<file path="src/rtl/sentence_editor_ctrl_p.sv">
// Parametrised sentence editor: NUM_WORDS words of CHARS_PER_WORD PS/2 codes with per-word cursors.
// Define SENTENCE_EDITOR_WRAP_EN to make next/prev wrap at the ends instead of saturating.
module sentence_editor_ctrl_p #(
    parameter int unsigned NUM_WORDS      = 8,
    parameter int unsigned CHARS_PER_WORD = 4,
    parameter int unsigned BLINK_COUNTS   = 40_000_000,
    parameter logic [7:0]  CURSOR_CODE    = 8'h5D
) (
    input  logic                                       clk,
    input  logic                                       reset_n,
    input  logic                                       enable,
    input  logic                                       key_valid,
    input  logic [7:0]                                 key_code,
    input  logic                                       prev_word,
    input  logic                                       next_word,
    input  logic                                       save,
    input  logic                                       load,
    input  logic [NUM_WORDS*8*CHARS_PER_WORD-1:0]      preset_sentence,
    input  logic [NUM_WORDS*$clog2(CHARS_PER_WORD+1)-1:0] preset_cursors,
    output logic [8*CHARS_PER_WORD-1:0]                display_out,
    output logic [NUM_WORDS-1:0]                       led_out,
    output logic [$clog2(NUM_WORDS)-1:0]               word_index,
    output logic [$clog2(CHARS_PER_WORD+1)-1:0]        cursor_pos,
    output logic                                       dirty
);
    localparam int unsigned IW  = $clog2(NUM_WORDS);
    localparam int unsigned CW  = $clog2(CHARS_PER_WORD+1);
    localparam int unsigned WB  = 8*CHARS_PER_WORD;
    localparam int unsigned BCW = (BLINK_COUNTS > 1) ? $clog2(BLINK_COUNTS) : 1;

    typedef enum logic [2:0] {
        ACT_NONE, ACT_LOAD, ACT_SAVE, ACT_NEXT, ACT_PREV, ACT_CHAR, ACT_BKSP, ACT_DEL
    } action_t;

    logic [WB-1:0]  sentence [NUM_WORDS];
    logic [CW-1:0]  cursors  [NUM_WORDS];
    logic [WB-1:0]  work_word;
    logic [CW-1:0]  work_cursor;
    logic [BCW-1:0] blink_cnt;
    logic           blink_phase;

    action_t        act;
    logic           nav_move;
    logic [IW-1:0]  nav_target;
    logic [WB-1:0]  preset_words [NUM_WORDS];
    logic [CW-1:0]  preset_curs  [NUM_WORDS];

    function automatic logic is_char(input logic [7:0] c);
        case (c)
            8'h1C, 8'h24, 8'h43, 8'h44, 8'h3C, 8'h32, 8'h21, 8'h23, 8'h2B,
            8'h34, 8'h33, 8'h4B, 8'h31, 8'h4D, 8'h2D, 8'h1B, 8'h2C: return 1'b1;
            default: return 1'b0;
        endcase
    endfunction

    function automatic logic [NUM_WORDS-1:0] led_for(input logic [IW-1:0] idx);
        return {1'b1, {(NUM_WORDS-1){1'b0}}} >> idx;
    endfunction

    // Unpack presets (word 0 in the MSBs) and clamp out-of-range cursors.
    always_comb begin
        for (int unsigned w = 0; w < NUM_WORDS; w++) begin
            preset_words[w] = preset_sentence[(NUM_WORDS-w)*WB-1 -: WB];
            preset_curs[w]  = preset_cursors[(NUM_WORDS-w)*CW-1 -: CW];
            if (preset_curs[w] > CW'(CHARS_PER_WORD))
                preset_curs[w] = CW'(CHARS_PER_WORD);
        end
    end

    // Buttons and their key aliases merge into one event; highest priority wins.
    always_comb begin
        act = ACT_NONE;
        if (!enable)
            act = ACT_NONE;
        else if (load || (key_valid && key_code == 8'h72))
            act = ACT_LOAD;
        else if (save || (key_valid && key_code == 8'h75))
            act = ACT_SAVE;
        else if (next_word || (key_valid && key_code == 8'h74))
            act = ACT_NEXT;
        else if (prev_word || (key_valid && key_code == 8'h6B))
            act = ACT_PREV;
        else if (key_valid && is_char(key_code))
            act = ACT_CHAR;
        else if (key_valid && key_code == 8'h66)
            act = ACT_BKSP;
        else if (key_valid && key_code == 8'h71)
            act = ACT_DEL;
    end

    always_comb begin
        nav_move   = 1'b0;
        nav_target = word_index;
        if (act == ACT_NEXT) begin
            if (word_index != IW'(NUM_WORDS-1)) begin
                nav_move   = 1'b1;
                nav_target = word_index + IW'(1);
            end
`ifdef SENTENCE_EDITOR_WRAP_EN
            else begin
                nav_move   = 1'b1;
                nav_target = '0;
            end
`endif
        end else if (act == ACT_PREV) begin
            if (word_index != '0) begin
                nav_move   = 1'b1;
                nav_target = word_index - IW'(1);
            end
`ifdef SENTENCE_EDITOR_WRAP_EN
            else begin
                nav_move   = 1'b1;
                nav_target = IW'(NUM_WORDS-1);
            end
`endif
        end
    end

    always_ff @(posedge clk or negedge reset_n) begin
        if (!reset_n) begin
            for (int unsigned w = 0; w < NUM_WORDS; w++) begin
                sentence[w] <= '0;
                cursors[w]  <= '0;
            end
            work_word   <= '0;
            work_cursor <= '0;
            word_index  <= '0;
            led_out     <= led_for('0);
            dirty       <= 1'b0;
        end else begin
            case (act)
                ACT_LOAD: begin
                    for (int unsigned w = 0; w < NUM_WORDS; w++) begin
                        sentence[w] <= preset_words[w];
                        cursors[w]  <= preset_curs[w];
                    end
                    word_index  <= '0;
                    led_out     <= led_for('0);
                    work_word   <= preset_words[0];
                    work_cursor <= preset_curs[0];
                    dirty       <= 1'b0;
                end
                ACT_SAVE: begin
                    sentence[word_index] <= work_word;
                    cursors[word_index]  <= work_cursor;
                    dirty                <= 1'b0;
                end
                ACT_NEXT, ACT_PREV: begin
                    if (nav_move) begin
                        word_index  <= nav_target;
                        led_out     <= led_for(nav_target);
                        work_word   <= sentence[nav_target];
                        work_cursor <= cursors[nav_target];
                        dirty       <= 1'b0;
                    end
                end
                ACT_CHAR: begin
                    if (work_cursor < CW'(CHARS_PER_WORD)) begin
                        for (int unsigned i = 0; i < CHARS_PER_WORD; i++)
                            if (work_cursor == CW'(i))
                                work_word[WB-1-8*i -: 8] <= key_code;
                        work_cursor <= work_cursor + CW'(1);
                        dirty       <= 1'b1;
                    end
                end
                ACT_BKSP: begin
                    if (work_cursor != '0) begin
                        for (int unsigned i = 0; i < CHARS_PER_WORD; i++)
                            if (work_cursor == CW'(i+1))
                                work_word[WB-1-8*i -: 8] <= 8'h00;
                        work_cursor <= work_cursor - CW'(1);
                        dirty       <= 1'b1;
                    end
                end
                ACT_DEL: begin
                    if (work_cursor < CW'(CHARS_PER_WORD)) begin
                        for (int unsigned i = 0; i < CHARS_PER_WORD; i++)
                            if (work_cursor == CW'(i))
                                work_word[WB-1-8*i -: 8] <= 8'h00;
                        dirty <= 1'b1;
                    end
                end
                default: ;
            endcase
        end
    end

    // Blink timebase keeps running while the editor is disabled.
    always_ff @(posedge clk or negedge reset_n) begin
        if (!reset_n) begin
            blink_cnt   <= '0;
            blink_phase <= 1'b0;
        end else if (blink_cnt == BCW'(BLINK_COUNTS-1)) begin
            blink_cnt   <= '0;
            blink_phase <= ~blink_phase;
        end else begin
            blink_cnt <= blink_cnt + BCW'(1);
        end
    end

    always_comb begin
        display_out = work_word;
        if (blink_phase)
            for (int unsigned i = 0; i < CHARS_PER_WORD; i++)
                if (work_cursor == CW'(i))
                    display_out[WB-1-8*i -: 8] = work_word[WB-1-8*i -: 8] | CURSOR_CODE;
    end

    assign cursor_pos = work_cursor;

endmodule
</file>
<file path="config.mk">
export PLATFORM = sky130hd
export DESIGN_NAME = sentence_editor_ctrl_p
export DESIGN_NICKNAME = d
export VERILOG_FILES = /design/src/rtl/sentence_editor_ctrl_p.sv
export SDC_FILE = /design/constraint.sdc
export NUM_CORES = 1
export LEC_CHECK = 0
export CORE_ASPECT_RATIO = 0.75
export CORE_MARGIN = 4
export CORE_UTILIZATION = 58
export CTS_CLUSTER_SIZE = 14
export DETAILED_ROUTE_END_ITERATION = 7
export PLACE_DENSITY = 0.87
export RECOVER_POWER = 50
export SYNTH_ARGS = -nofsm -noshare
export SYNTH_HDL_FRONTEND = slang
export SYNTH_SLANG_ARGS = --single-unit
</file>
<file path="constraint.sdc">
create_clock -name clk -period 5.8 [get_ports clk]
set_input_delay 1.16 -clock clk [delete_from_list [all_inputs] [get_ports clk]]
set_output_delay 1.16 -clock clk [all_outputs]
set_load 0.005 [all_outputs]
</file>
==> impl_metrics.toml <==
[worst_setup_path]
critPathMaxFanout = 13
startpoint_type = "input pin"
crit_arrival_ps = 5510
setup.worst_path.end_class = "register"
worstPathRequired_ps = 6200
path_class = "input pin to register"

[sta]
tns_ps = 0
grt_setup_unrepaired = "no"
slew_headroom_pct = -125
finalMaxSlewViolations = 129
setup_slack_ps = 694
finClkSkew_ps = 23.0
setup_violations = 0
fmax_ghz = 0.196
worst_slew_pin_slew_ps = 3380
timing.final.crit_share_pct = 88.0
finalCriticalPeriod_ps = 5110
hold_violations = 0

[drt]
drtIter0Drc = 4215
dr.pass1.iters = 8
postRouteAntennaNets = 0
viasPerCell = 6.62
post-route-drc-count = 8
wl_mm = 79.6
avgRoutedWirePerCell_um = 24.7
num_vias = 21357

[cts]
cts_buffer_depth = 3
cts_tree = "done"
postCtsSetupRepairBufs = 0
clk_latency_ps = 550
cts_max_level = 2
cts_root_buffer = "clkbuf_16"
ctsHoldBuffers = 0
cts_made_buffers = 36
cts.clk_slew.worst_paths_ps = 70
clock-sinks = 354
cts_resized = 0

[pwr]
p_leak_nw = 10.6
powerDensity_nw_per_um2 = 314
peakVddDrop_uv = 190

[cells_and_area]
regArea_um2 = 8860
final_nets = 3069
multi_input_area_um2 = 9850
drive_gt1_share_pct = 5.42
antenna_cells = 0
syn2layout_area_growth_pct = 25.0
nFillCells = 2431

[synthesis]
synth_nets = 2832
synth.avg_cell_area_um2 = 7.75
synth_cell_types = 83
syn_inst = 2526
yosysTopAreaCellShare_pct = 45.1
synth_edf_count = 0
synthFlopType = "dfrtp_1"
yosysTopAreaCell = "dfrtp_1"
ys_top_cells_by_area = "dfrtp_1, nand2_1, a21oi_1, o21ai_0, nor2_1"
ys_ff_latch = 354
async_reset_ff_share_pct = 100
yosysSeqAreaShare_pct = 45.2
synth.most_common_cell = "nand2_1"
syn-cell-area_um2 = 19600
yosysWarnings = 0
yosys-top-cells-count = "nand2_1, nor2_1, dfrtp_1"

[place]
portBuffers = 342
gp_congestion = 1.02
dpl.hpwl_mm = 54.9
place_ws_ps = 259

[global_route]
grtUsageMet1_pct = 59.3
grt_pass1_wl_mm = 120
groute.layer.met2.usage_pct = 57.2
grt_start_max_net_pins = 157
grtUsageMet3_pct = 18.1
top_usage_layer = "met1"
antenna_found_initial = 3
grt.overflow.total = 0
grt_pass1_vias = 20376
gr-usage-all-layers_pct = 41.8

[die]
ioPinCount = 343
die-area_um2 = 36800
die_x_um = 220
die_h_um = 167
row_count = 57
core_um2 = 32800
start_util_pct = 59.7

[status]
violations = "design-rule violations, max-capacitance violations, max-slew violations"
status = "finished with violations"

[min_path]
hp-class = "register to register"

[flow_run]
maxCapViolations = 1
layer usage:
metal	up-vias	wire [um]	share of wire (%)
met3	325	14600	18
met1	10024	29000	36
met4	2	3680	4.6
met5	-	11	0.014
met2	1924	32300	41
li1	9082	-	-
sequential cells by signal (all words and copies together), names as in the netlist:
name and flops:
cursor_pos 3, blink_cnt 26, dirty 1, word_index 3, blink_phase 1, led_out 8, cursors 24, sentence 256
work_word 32
path summary, 6_finish.rpt:
path,end,from,slack [ps],depth (start not counted)
max in group asynchronous,sentence[31],reset_n,1200,2
worst min register to register,blink_cnt[4],blink_cnt[4],470,1
worst max register to register,work_word[28],word_index[0],1320,12
worst min-delay path,blink_cnt[4],blink_cnt[4],470,1
min in group asynchronous,sentence[119],reset_n,1710,1
worst max-delay path,work_word[12],key_code[1],690,12
placed cells by master, fill, tap and decap left out, drive strengths merged, types with 55 or more instances in the layout:
| master | count |
|---|---|
| nand2 | 499 |
| nor2 | 364 |
| dfrtp | 353 |
| clkdlybuf4s50 | 341 |
| o21ai | 336 |
| a21oi | 323 |
| nand3 | 97 |
| mux2i | 70 |
| buf | 62 |
| clkbuf | 55 |
worst max-delay path, stage by stage:
cell and delay [ps]:
clkdlybuf4s50_1 620, nand2b_1 290, or4_1 490, a22oi_1 330
o31ai_2 200, a21boi_2 450, nand2b_1 220, o21a_1 240
o21ai_1 700, nor2_1 130, nand2_1 470, o211ai_1 190
report_power, final:
| part | switching (mW) | internal, mW | leakage (nW) |
|---|---|---|---|
| combinational | 1.03 | 0.776 | 5.95 |
| clock | 1.03 | 1.39 | 0.592 |
| sequential | 0.514 | 2.93 | 4.06 |
layout make-up:
type	instances	share of cell area, %
multi-input cells	1954	40.3
flip-flops and latches	354	36.2
repair buffers	406	16.2
clock buffers	52	4.43
well taps	442	2.26
clock inverters	9	0.480
inverters	11	0.169
cell families after synthesis:
group / after synthesis / synth area share [%]
AO/OA/AOI/OAI: 787 / 22.1
XOR/XNOR: 24 / 1.07
adder cells (fa/ha/maj): 10 / 0.639
buffers and inverters: 218 / 4.66
flip-flops: 354 / 45.2
multiplexers: 73 / 3.81
AND/OR/NAND/NOR: 1060 / 22.4
metrics by stage:
| step | hold WS, ps | total power [mW] | util (%) | instances | cell area (um^2) |
|---|---|---|---|---|---|
| finish | 475 | 7.68 | 74.6 | 3228 | 24500 |
| global route | 488 | 7.93 | 74.6 | 3228 | 24500 |
| CTS | 471 | 7.55 | 74.7 | 3228 | 24500 |
| detailed placement | 470 | 5.16 | 71.0 | 3167 | 23300 |
| global placement | 457 | 5.09 | 71.0 | 3167 | 23300 |
| floorplan | 439 | 4.25 | - | 2526 | 19600 |
No activity file was read; power rests on OpenSTA's default activity.
